## config.mk

```make
export PLATFORM = sky130hd
export DESIGN_NAME = uart_instr_loader
export DESIGN_NICKNAME = d
export VERILOG_FILES = /design/src/rtl/riscv_pkg.sv /design/src/rtl/uart_rx_byte.sv /design/src/rtl/uart_instr_loader.sv
export SDC_FILE = /design/constraint.sdc
export NUM_CORES = 1
export LEC_CHECK = 0
export CAP_MARGIN = 20
export CORE_AREA = 2 2 117 119
export DETAILED_ROUTE_END_ITERATION = 7
export DIE_AREA = 0 0 119 121
export MAX_ROUTING_LAYER = met4
export PLACE_DENSITY = 0.63
export SYNTH_ARGS = -nofsm -noshare
export SYNTH_HDL_FRONTEND = slang
export SYNTH_SLANG_ARGS = --single-unit
```

## constraint.sdc

```tcl
create_clock -name clk -period 2.45 [get_ports clk]
set_clock_uncertainty 0.2 [all_clocks]
set_input_delay 0.245 -clock clk [delete_from_list [all_inputs] [get_ports clk]]
set_output_delay 0.245 -clock clk [all_outputs]
set_load 0.02 [all_outputs]
```

## src/rtl/riscv_pkg.sv

```systemverilog
// Shared definitions for the UART instruction loader: sync byte, default imem
// address width and the state encodings of the byte receiver and loader FSMs.
package riscv_pkg;

  localparam logic [7:0] LOADER_SYNC_BYTE = 8'hA5;
  localparam int         IMEM_ADDR_W      = 10;

  typedef enum logic [2:0] {
    L_SYNC,
    L_LEN0,
    L_LEN1,
    L_DATA,
    L_CSUM,
    L_DONE,
    L_ERR
  } loader_state_t;

  typedef enum logic [1:0] {
    RX_IDLE,
    RX_START,
    RX_DATA,
    RX_STOP
  } rx_state_t;

endpackage

```

## src/rtl/uart_rx_byte.sv

```systemverilog
// 8N1 UART byte receiver: two-flop synchroniser, falling-edge start detect,
// mid-bit sampling; emits a one-cycle byte_valid or frame_err per frame.
module uart_rx_byte
  import riscv_pkg::*;
#(
  parameter int CLKS_PER_BIT = 868
) (
  input  logic       clk,
  input  logic       rst,
  input  logic       rx,
  output logic       byte_valid,
  output logic [7:0] byte_data,
  output logic       frame_err
);

  localparam int CNT_W = (CLKS_PER_BIT > 2) ? $clog2(CLKS_PER_BIT) : 1;
  localparam logic [CNT_W-1:0] FULL_M1 = CNT_W'(CLKS_PER_BIT - 1);
  localparam logic [CNT_W-1:0] HALF_M1 = CNT_W'(CLKS_PER_BIT / 2 - 1);

  rx_state_t        state;
  rx_state_t        next_state;
  logic             rx_meta;
  logic             rx_sync;
  logic             rx_prev;
  logic [CNT_W-1:0] cnt;
  logic             cnt_clear;
  logic [2:0]       bit_idx;
  logic [7:0]       shift_reg;

  always_ff @(posedge clk) begin
    if (rst) begin
      rx_meta <= 1'b1;
      rx_sync <= 1'b1;
      rx_prev <= 1'b1;
    end else begin
      rx_meta <= rx;
      rx_sync <= rx_meta;
      rx_prev <= rx_sync;
    end
  end

  // A start needs a genuine high-to-low edge, so a low stop bit left on the
  // line after a framing error cannot retrigger the receiver.
  always_comb begin
    next_state = state;
    cnt_clear  = 1'b0;
    case (state)
      RX_IDLE: begin
        cnt_clear = 1'b1;
        if (rx_prev && !rx_sync) next_state = RX_START;
      end
      RX_START: begin
        if (cnt == HALF_M1) begin
          cnt_clear  = 1'b1;
          next_state = rx_sync ? RX_IDLE : RX_DATA;
        end
      end
      RX_DATA: begin
        if (cnt == FULL_M1) begin
          cnt_clear = 1'b1;
          if (bit_idx == 3'd7) next_state = RX_STOP;
        end
      end
      RX_STOP: begin
        if (cnt == FULL_M1) begin
          cnt_clear  = 1'b1;
          next_state = RX_IDLE;
        end
      end
      default: next_state = RX_IDLE;
    endcase
  end

  always_ff @(posedge clk) begin
    if (rst) begin
      state      <= RX_IDLE;
      cnt        <= '0;
      bit_idx    <= 3'd0;
      shift_reg  <= 8'd0;
      byte_valid <= 1'b0;
      byte_data  <= 8'd0;
      frame_err  <= 1'b0;
    end else begin
      state      <= next_state;
      cnt        <= cnt_clear ? '0 : cnt + CNT_W'(1);
      byte_valid <= 1'b0;
      frame_err  <= 1'b0;
      if (state == RX_START) bit_idx <= 3'd0;
      if (state == RX_DATA && cnt == FULL_M1) begin
        shift_reg <= {rx_sync, shift_reg[7:1]};
        bit_idx   <= bit_idx + 3'd1;
      end
      if (state == RX_STOP && cnt == FULL_M1) begin
        if (rx_sync) begin
          byte_valid <= 1'b1;
          byte_data  <= shift_reg;
        end else begin
          frame_err <= 1'b1;
        end
      end
    end
  end

endmodule

```

## src/rtl/uart_instr_loader.sv

```systemverilog
// UART boot loader: parses A5/LEN/data frames, writes 32-bit words to imem and
// holds the core until the image is in. Define RISCV_LOADER_CHECKSUM_EN for a trailing XOR byte.
module uart_instr_loader
  import riscv_pkg::*;
#(
  parameter int CLK_FREQ_HZ = 100_000_000,
  parameter int BAUD        = 115_200,
  parameter int ADDR_W      = IMEM_ADDR_W
) (
  input  logic              clk,
  input  logic              rst,
  input  logic              rx,
  output logic              imem_wr_en,
  output logic [ADDR_W-1:0] imem_wr_addr,
  output logic [31:0]       imem_wr_instr,
  output logic              core_hold,
  output logic              load_done,
  output logic              load_err
);

  localparam int CLKS_PER_BIT = CLK_FREQ_HZ / BAUD;
  localparam logic [16:0] MAX_WORDS = 17'(1) << ADDR_W;

  logic              byte_valid;
  logic [7:0]        byte_data;
  logic              frame_err;
  loader_state_t     state;
  loader_state_t     next_state;
  logic [7:0]        len_lo;
  logic [15:0]       len_n;
  logic [ADDR_W-1:0] last_idx;
  logic [ADDR_W-1:0] word_idx;
  logic [1:0]        byte_idx;
  logic [23:0]       word_buf;
  logic              is_sync;
`ifdef RISCV_LOADER_CHECKSUM_EN
  logic [7:0]        csum;
`endif

  uart_rx_byte #(.CLKS_PER_BIT(CLKS_PER_BIT)) u_rx (
    .clk        (clk),
    .rst        (rst),
    .rx         (rx),
    .byte_valid (byte_valid),
    .byte_data  (byte_data),
    .frame_err  (frame_err)
  );

  assign len_n   = {byte_data, len_lo};
  assign is_sync = (byte_data == LOADER_SYNC_BYTE);

  always_comb begin
    next_state = state;
    if (frame_err) begin
      if (state != L_SYNC && state != L_DONE) next_state = L_ERR;
    end else if (byte_valid) begin
      case (state)
        L_SYNC:  if (is_sync) next_state = L_LEN0;
        L_LEN0:  next_state = L_LEN1;
        L_LEN1: begin
          if (len_n == 16'd0) begin
`ifdef RISCV_LOADER_CHECKSUM_EN
            next_state = L_CSUM;
`else
            next_state = L_DONE;
`endif
          end else if ({1'b0, len_n} > MAX_WORDS) begin
            next_state = L_ERR;
          end else begin
            next_state = L_DATA;
          end
        end
        L_DATA: begin
          if (byte_idx == 2'd3 && word_idx == last_idx) begin
`ifdef RISCV_LOADER_CHECKSUM_EN
            next_state = L_CSUM;
`else
            next_state = L_DONE;
`endif
          end
        end
`ifdef RISCV_LOADER_CHECKSUM_EN
        L_CSUM:  next_state = (byte_data == csum) ? L_DONE : L_ERR;
`endif
        L_DONE, L_ERR: if (is_sync) next_state = L_LEN0;
        default: next_state = L_SYNC;
      endcase
    end
  end

  // Status outputs follow the state one cycle late, so load_done rises the
  // cycle after the final imem write.
  always_ff @(posedge clk) begin
    if (rst) begin
      state         <= L_SYNC;
      imem_wr_en    <= 1'b0;
      imem_wr_addr  <= '0;
      imem_wr_instr <= 32'd0;
      core_hold     <= 1'b1;
      load_done     <= 1'b0;
      load_err      <= 1'b0;
      len_lo        <= 8'd0;
      last_idx      <= '0;
      word_idx      <= '0;
      byte_idx      <= 2'd0;
      word_buf      <= 24'd0;
`ifdef RISCV_LOADER_CHECKSUM_EN
      csum          <= 8'd0;
`endif
    end else begin
      state      <= next_state;
      imem_wr_en <= 1'b0;
      core_hold  <= (state != L_DONE);
      load_done  <= (state == L_DONE);
      load_err   <= (state == L_ERR);
      if (byte_valid) begin
        case (state)
          L_SYNC, L_DONE, L_ERR: begin
            if (is_sync) begin
              word_idx <= '0;
              byte_idx <= 2'd0;
`ifdef RISCV_LOADER_CHECKSUM_EN
              csum     <= 8'd0;
`endif
            end
          end
          L_LEN0: len_lo <= byte_data;
          L_LEN1: last_idx <= ADDR_W'(len_n - 16'd1);
          L_DATA: begin
            byte_idx <= byte_idx + 2'd1;
`ifdef RISCV_LOADER_CHECKSUM_EN
            csum     <= csum ^ byte_data;
`endif
            case (byte_idx)
              2'd0: word_buf[7:0]   <= byte_data;
              2'd1: word_buf[15:8]  <= byte_data;
              2'd2: word_buf[23:16] <= byte_data;
              default: begin
                imem_wr_en    <= 1'b1;
                imem_wr_addr  <= word_idx;
                imem_wr_instr <= {byte_data, word_buf};
                word_idx      <= word_idx + ADDR_W'(1);
              end
            endcase
          end
          default: ;
        endcase
      end
    end
  end

endmodule
```

# Word level (Yosys, flattened, before mapping)
# Cells that the tools add are included.
# totals
output_inout_bits	46
register_bits	139
input_bits	3
# classes
n_eq_ne	27
muxes	28
n_addsub	5
n_reduce_logical	31
bitwise_logic	4
n_lt_le_gt_ge	1
# ops
operator	count
3-bit 2-to-1 mux	9
10-bit by 1-bit adder with 10-bit output, second input constant	2
10-bit 2-to-1 mux	2
10-bit one-hot mux with 2 select lines	1
16-bit by 11-bit > comparator with 1-bit output, second input constant	1
16-bit zero test	1
3-bit AND reduction	5
2-bit 2-to-1 mux	7
2-bit by 1-bit inequality test with 1-bit output, second input constant	6
3-bit one-hot mux with 4 select lines	1
10-bit == test	1
10-bit == test, second input constant	1
10-bit by 9-bit == test with 1-bit output, second input constant	1
10-bit by 1-bit subtractor with 10-bit output, second input constant	1
3-bit == test, second input constant	3
3-bit OR reduction	3
2-bit == test, second input constant	4
8-bit == test, second input constant	1
2-bit one-hot mux with 4 select lines	1
4-bit AND reduction	2
3-bit by 2-bit == test with 1-bit output, second input constant	2
2-bit AND reduction	3
2-bit nonzero test	3
2-bit OR reduction	3
other kinds (18)	32

# Longest topological paths before layout
# Gate-level depths: netlist of run 1.
# depth
depth_word	6
depth_mapped	7
depth_no_buf	6

# By module
# A second synthesis of run 1 with hierarchy kept.
# unflattened
cells_unflattened	674
area_unflattened_um2	5820.6
# modules_own_cells
mod	instances	cells_per_inst	area_each_um2
uart_instr_loader	1	522	4301.6
uart_rx_byte	1	152	1519.0

# Worst setup path before layout of run 1
# No wires, ideal clock.
# synth_timing
path_type	reg-to-reg
start	register u_rx.cnt[0]
end	register u_rx.byte_data[7]
path_buffers	1
t_required_ns	2.122
synth_period_minus_slack_ns	1.994
arrival_time_ns	1.666
setup_ns	0.128
slack_ns	0.456
stages_incl_launch_ff	8
path_cell_list	dfxtp_1 > ha_1 > nand4bb_1 > nor3_2 > and3_1 > buf_2 > mux2i_1 > nor2_1
# synth_via
elab_chain_cells	3
# synth_lines
element	line_no	rtl
start, declared	uart_rx_byte.sv:25	logic [CNT_W-1:0] cnt;
start signal, assigned	uart_rx_byte.sv:85	cnt <= cnt_clear ? '0 : cnt + CNT_W'(1);
10-bit == test	uart_rx_byte.sv:93	if (state == RX_STOP && cnt == FULL_M1) begin
1-bit logical AND	uart_rx_byte.sv:93	
2-bit AND reduction (no line)	--	
end signal, assigned	uart_rx_byte.sv:96	byte_data <= shift_reg;
end, declared	uart_rx_byte.sv:12	output logic [7:0] byte_data,
# No other way between the ends.
# A chain may end at the register's enable or synchronous reset.

# Worst setup path in the final report of run 1
# layout_timing
start	register state[1]
end	register imem_wr_addr[1]
# layout_via
elab_chain_cells	2
# layout_lines
element	line_no	rtl
start, declared	uart_instr_loader.sv:27	loader_state_t state;
start signal, assigned	uart_instr_loader.sv:111	state <= next_state;
3-bit by 2-bit == test with 1-bit output	uart_instr_loader.sv:117	case (state)
3-bit AND reduction (no line)	--	
end signal, assigned	uart_instr_loader.sv:140	imem_wr_addr <= word_idx;
end, declared	uart_instr_loader.sv:14	output logic [ADDR_W-1:0] imem_wr_addr,
# No other way between the ends.

==> metrics.txt, run 1 <==
outcome=complete, no violations; Routed Antenna Nets=0; Seq cells post-synth=139; hpwl dp=8380 um; Inst Count DP=827; register area=2780 sq um; drt initial violations=231; Synth Area in Adders=2.39%; worst min-delay path class=input port to flip-flop; Post-Layout Cell Count=858; layout cells sized above 1=8.36%; max-slew violations=0; core box area=13100 sq um; initial core utilization=44.1%; worst hold stages=2; Fin. Hold Viols=0; I/O pin cnt=49; post-cts resize count=0; CTS root buffer=clkbuf_16; GR Overflow Total=0; initial antenna violation count=0; antenna cells=0; Worst Setup Start Kind=flip-flop; CTS sink count=139; Synthesized Nets=639; CTS clk-pin slew, worst paths=0.05 ns; port bufs=48; Hold Path Sink=imem_wr_instr[31]$_SDFFE_PP0P_; critical path capture point type=flip-flop; critical-path maximum fanout=13; DRT Pass-1 Iters=4; Tcrit/Tclk final=91.7%; crit path time final=2.25 ns; final setup TNS=0 ns; reg2reg setup slack=0.20 ns; clk buf depth=2; Slowest-stage cell, CP=dfxtp_1; gr usage total=18.4%; total power=5.00 mW; Largest register FFs=32; Worst IR Drop VDD=365 uV; pwr/cell area=707 nW/um^2; DIE WIDTH=119 um; CTS tree=yes; measured slew at the worst slew-check pin=0.526 ns; sequential element share of the synthesized area=48.2%; largest net degree at the start of global routing=89; post-synth top area cell=dfxtp_1; # rows=42; Worst R2R Start=state[1]$_SDFFE_PP0P_; Finish-stage setup viols=0; Area contributors post-synth=dfxtp_1, mux2i_1, nor2_1; post-synthesis mux area share=12.1%; Reg2Reg Depth=6; leakage power=2.40 nW; CP top delay family=compound AO/OA/AOI/OAI gates; WL/cell=14.3 um; hold buffer count at CTS=0; Compound-Gate Fraction of Synth Area=9.02%; RePlAce Congestion=0.808; slowest cell delay on critical path=0.53 ns; Area Growth Syn to Fin=22.7%; Synth warnings=0; Max Cap Viol=0; Mapped Area=5770 sq um; post-synth top area share=48.2%; CP Class=flip-flop to flip-flop; count of cell types in the netlist=51; post-CTS setup buffer count=0; die height=121 um; fin area=7080 sq um; Cell Chain, Critical Path=xor2_1, o211ai_1, a21oi_4, buf_4, mux2i_1, nor2_1; fin nets=684; syn avg cell area=9.23 sq um; most frequent cells in the layout=dfxtp_1, nor2_1, mux2i_1; drt via density=5.17; Critical Path RT=2.54 ns; fraction of registers with async set/reset=0%; relative slew slack=64.9%; global-route wire length before repair=20500 um; crit path buf inv count=1; commonest non-fill, non-tap cell in the layout=dfxtp_1; Synth Area in Simple Gates=19.6%; worst skew pair latency=0.42 ns; DR vias=4437; multi-input logic area=2750 sq um; htree depth=4; Fmax=0.445 GHz; RSZ-0062 raised after global routing=false; worst setup margin=0.204 ns; reg2reg end=imem_wr_addr[1]$_SDFFE_PP0P_; largest reg by FF count=imem_wr_instr; Post-synth top flop=dfxtp_1; Worst Hold Launch=rst; largest family of logic cells by synthesized area=simple AND/OR/NAND/NOR gates; pre-CTS WS=0.198 ns; critical path data arrival time=2.34 ns; # DRC=0; wirelength, routed=12200 um; Gate Count Post-Synth=625; Inserted Clock Buffers=17; Post-synth EDFFs=0; vias in the first global route=4322; placed cell area=6460 sq um; Post-Synth XOR/XNOR Area=4.40%; full die area=14400 sq um; # fillers=1173; Largest regs=imem_wr_instr x32, word_buf x24; CP startpoint=state[1]$_SDFFE_PP0P_
-- layer usage --
metal / GRT usage, % / vias to the layer above / wire, um
met5: - / - / 0
met4: 8.56 / 0 / 333
met3: 5.36 / 25 / 437
met2: 29.4 / 80 / 5800
met1: 21.4 / 2097 / 5660
li1: - / 2235 / -
-- report_power, final --
part | switching [mW] | internal [mW]
combinational | 0.0358 | 0.0111
clock | 0.913 | 1.77
sequential | 0.00415 | 2.26
-- stage by stage --
stage               hold WS (ns)  util (%)
finish                    0.0392      54.1
global route              0.0486      54.1
CTS                       0.0265      54.1
detailed placement         0.203      49.4
global placement           0.201      49.4
floorplan                  0.149         -
-- synthesized netlist by cell type, types with 5 or more instances --
library cell / number
clkbuf_1: 25
buf_4: 5
a311oi_1: 10
xnor2_1: 21
nor2_1: 103
mux2i_1: 70
nand3_1: 38
ha_1: 11
and3_1: 9
a21oi_1: 36
a211oi_1: 11
nand2b_1: 10
nand2_1: 47
o21ai_0: 5
inv_1: 12
dfxtp_1: 139
xor2_1: 8
buf_2: 11
nor2b_1: 5
-- layout make-up --
| cell class | count | share of cell area [%] |
|---|---|---|
| sequential | 139 | 39.3 |
| clock inverter | 7 | 1.94 |
| timing repair buffer | 69 | 9.33 |
| clock buffer | 24 | 6.80 |
| multi-input combinational | 431 | 38.9 |
| tap | 176 | 3.11 |
| inverter | 12 | 0.636 |
-- worst max-delay path by stage --
stage	to	slack (ns)	cells after the start
2_1_floorplan	u_rx.byte_data[7]$_SDFFE_PP0P_	0.46	7
3_3_place_gp	imem_wr_instr[21]$_SDFFE_PP0P_	0.26	6
6_report	imem_wr_addr[1]$_SDFFE_PP0P_	0.20	6
4_1_cts	imem_wr_instr[13]$_SDFFE_PP0P_	0.17	6
5_1_grt	imem_wr_instr[24]$_SDFFE_PP0P_	0.001	6
3_5_place_dp	imem_wr_addr[1]$_SDFFE_PP0P_	0.20	6
-- cells by family (layout without fill, tap and decap cells) --
kind of cell               after synthesis  count (layout)
AOI/OAI and AO/OA                       79              79
buffers and inverters                   55             112
and+or+nand+nor                        242             242
muxes                                   70              70
adders and majority gates               11              11
DFF                                    139             139
xor gates and xnor gates                29              29
-- worst reg2reg max path: stages, from the launching register on --
cell and delay [ns]:
dfxtp_1 0.53, xor2_1 0.24, o211ai_1 0.19, a21oi_4 0.41, buf_4 0.28, mux2i_1 0.21
nor2_1 0.06
Note: power is estimated with default switching activity, not from simulation.
==> run 2, diff against run 1 <==
--- a/config.mk
+++ b/config.mk
@@ -5,12 +5,13 @@
 export SDC_FILE = /design/constraint.sdc
 export NUM_CORES = 1
 export LEC_CHECK = 0
+export ABC_CLOCK_PERIOD_IN_PS = 2000
 export CAP_MARGIN = 20
 export CORE_AREA = 2 2 117 119
 export DETAILED_ROUTE_END_ITERATION = 7
 export DIE_AREA = 0 0 119 121
 export MAX_ROUTING_LAYER = met4
-export PLACE_DENSITY = 0.63
+export PLACE_DENSITY = 0.66
 export SYNTH_ARGS = -nofsm -noshare
 export SYNTH_HDL_FRONTEND = slang
 export SYNTH_SLANG_ARGS = --single-unit
==> constraint.sdc (replaced) <==
create_clock -name clk -period 2 [get_ports clk]
set_clock_uncertainty 0.2 [all_clocks]
set_input_delay 0.2 -clock clk [delete_from_list [all_inputs] [get_ports clk]]
set_output_delay 0.2 -clock clk [all_outputs]
set_load 0.02 [all_outputs]
==> metrics.txt, run 2 (synthesis results as in run 1) <==
outcome=complete, no violations; antenna cells=0 (unchanged); measured slew at the worst slew-check pin=0.352 ns (-0.174 ns); DIE WIDTH=119 um (unchanged); Hold WS=0.157 ns (+0.118 ns); worst skew pair latency=0.42 ns (about the same); RePlAce Congestion=0.850 (+5.3%); Finish-stage setup viols=0 (unchanged); drt initial violations=288 (+25%); Post-Layout Cell Count=883 (+2.9%); most frequent cells in the layout=dfxtp_1, nor2_1, mux2i_1; Max Cap Viol=0 (unchanged); worst min-delay path class=input port to flip-flop; Cell Int Power=4.71 mW (+16%); gr usage total=19.5% (+1.1 points); GR Overflow Total=0 (unchanged); Reg power frac=46.9% (+1.6 points); leakage power=2.55 nW (+6.1%); Fin. Hold Viols=0 (unchanged); max-slew violations=0 (unchanged); largest net degree at the start of global routing=84 (-5.6%); largest reg by FF count=imem_wr_instr; Logic pwr share=1.1% (+0.2 points); wirelength, routed=13200 um (+7.8%); WL/cell=14.9 um (+4.8%); Tcrit/Tclk final=99.8% (+8.1 points); Worst Setup Start Kind=flip-flop; layout cells sized above 1=13.6% (+5.2 points); fin util=56.7% (+2.6 points); DRT Pass-1 Iters=5 (+1); CTS root buffer=clkbuf_16; worst setup margin=0.00367 ns (-0.200 ns); crit path time final=2.00 ns (-0.250 ns); pre-CTS WS=-0.0760 ns (-0.274 ns); fin nets=709 (+3.7%); Largest regs=imem_wr_instr x32, word_buf x24; Inst Count DP=840 (+1.6%); core box area=13100 sq um (unchanged); full die area=14400 sq um (unchanged); RSZ-0062 raised after global routing=true; global-route wire length before repair=21900 um (+6.7%); pwr/cell area=799 nW/um^2 (+13%); placed cell area=6580 sq um (+1.9%); switching share of total power=20.4% (+1.4 points); total power=5.92 mW (+18%); slowest cell delay on critical path=0.36 ns (-0.17 ns); die height=121 um (unchanged); critical path capture point type=flip-flop; critical path data arrival time=2.10 ns (-0.24 ns); critical-path maximum fanout=8 (-5); hpwl dp=8480 um (+1.3%); # DRC=0 (unchanged); Sw Pwr=1.21 mW (+27%); clk buf depth=2 (unchanged); relative slew slack=76.2% (+11 points); htree depth=4 (unchanged); Largest register FFs=32 (unchanged); Routed Antenna Nets=0 (unchanged); Critical Path RT=2.10 ns (-0.44 ns); initial antenna violation count=0 (unchanged); DR vias=4619 (+4.1%); initial core utilization=44.1% (unchanged); part of the power in the clock network=52.1% (-1.6 points); port bufs=48 (unchanged); CTS sink count=139 (unchanged); # fillers=1120 (-4.5%); CTS clk-pin slew, worst paths=0.06 ns (about the same); Area Growth Syn to Fin=28.5%; # rows=42 (unchanged); vias in the first global route=4562 (+5.6%); Fmax=0.501 GHz (+13%); Inserted Clock Buffers=17 (unchanged); commonest non-fill, non-tap cell in the layout=dfxtp_1; CTS tree=yes; Worst IR Drop VDD=430 uV (+18%); drt via density=5.23 (+1.2%); CP Class=flip-flop to flip-flop; final setup TNS=0 ns (unchanged); I/O pin cnt=49 (unchanged); Slowest-stage cell, CP=dfxtp_4; fin area=7410 sq um (+4.7%); Cell Chain, Critical Path=buf_6, nand3b_1, o211ai_1, buf_4, a21oi_4, buf_12, buf_8, clkbuf_16, mux2i_1, nor2_1
-- run 2: layer usage --
metal  global-route usage, %  vias up  part of all wire (%)
li1                        -     2309                     -
met1                    22.9     2182                    45
met2                    32.1      108                    49
met3                    4.32       20                   3.8
met4                    8.63        0                   1.6
met5                       -        -                     0
-- run 2: layout make-up --
| type | instances | area [sq um] | area share [%] |
|---|---|---|---|
| multi-input cells | 431 | 2800 | 37.8 |
| clock inverters | 10 | 118 | 1.59 |
| clock buffers | 21 | 470 | 6.35 |
| inverters | 12 | 45.0 | 0.608 |
| flip-flops and latches | 139 | 2790 | 37.7 |
| repair buffers | 94 | 967 | 13.0 |
| well taps | 176 | 220 | 2.97 |
-- run 2: power by group through the flow --
stage	clock [mW]	sequential, mW	combinational (mW)
after floorplan	0	2.84	0.0456
after detailed placement	0	2.84	0.0615
after global routing	3.27	2.77	0.0688
after global placement	0	2.84	0.0599
final	3.08	2.78	0.0629
after CTS	3.13	2.78	0.0632
-- run 2: timing repair --
item / in CTS / in global routing
hold buffers: 1 / 0
buffers inserted: 0 / 8
resized for setup: 4 / 18
setup endpoints to repair: 16 / 81
endpoints found under the hold margin: 8 / 0
cloned: 1 / 2
pin swaps: 1 / 7
-- run 2: final timing paths --
path | from | endpoint | slack, ns | cells after the start
max | state[2]$_SDFFE_PP0P_ | imem_wr_addr[8]$_SDFFE_PP0P_ | 0.004 | 10
max reg2reg | state[2]$_SDFFE_PP0P_ | imem_wr_addr[8]$_SDFFE_PP0P_ | 0.004 | 10
min | rx | u_rx.rx_meta$_SDFF_PP1_ | 0.16 | 2
min reg2reg | u_rx.rx_meta$_SDFF_PP1_ | u_rx.rx_sync$_SDFF_PP1_ | 0.21 | 1
-- run 2: worst max-delay path: cells and delay by family (launching register included) --
family                 cells  cell delay (ns)
multiplexers               1             0.17
AND/OR/NAND/NOR            2             0.14
flip-flops                 1             0.36
buffers and inverters      5             0.71
AO/OA/AOI/OAI              2             0.28
==> run 3, diff against run 2 <==
--- a/config.mk
+++ b/config.mk
@@ -5,6 +5,7 @@
 export SDC_FILE = /design/constraint.sdc
 export NUM_CORES = 1
 export LEC_CHECK = 0
+export ABC_AREA = 0
 export ABC_CLOCK_PERIOD_IN_PS = 2000
 export CAP_MARGIN = 20
 export CORE_AREA = 2 2 117 119
==> results of run 3 <==
Same layout as run 2: the final DEF is identical, and so are final timing and power.
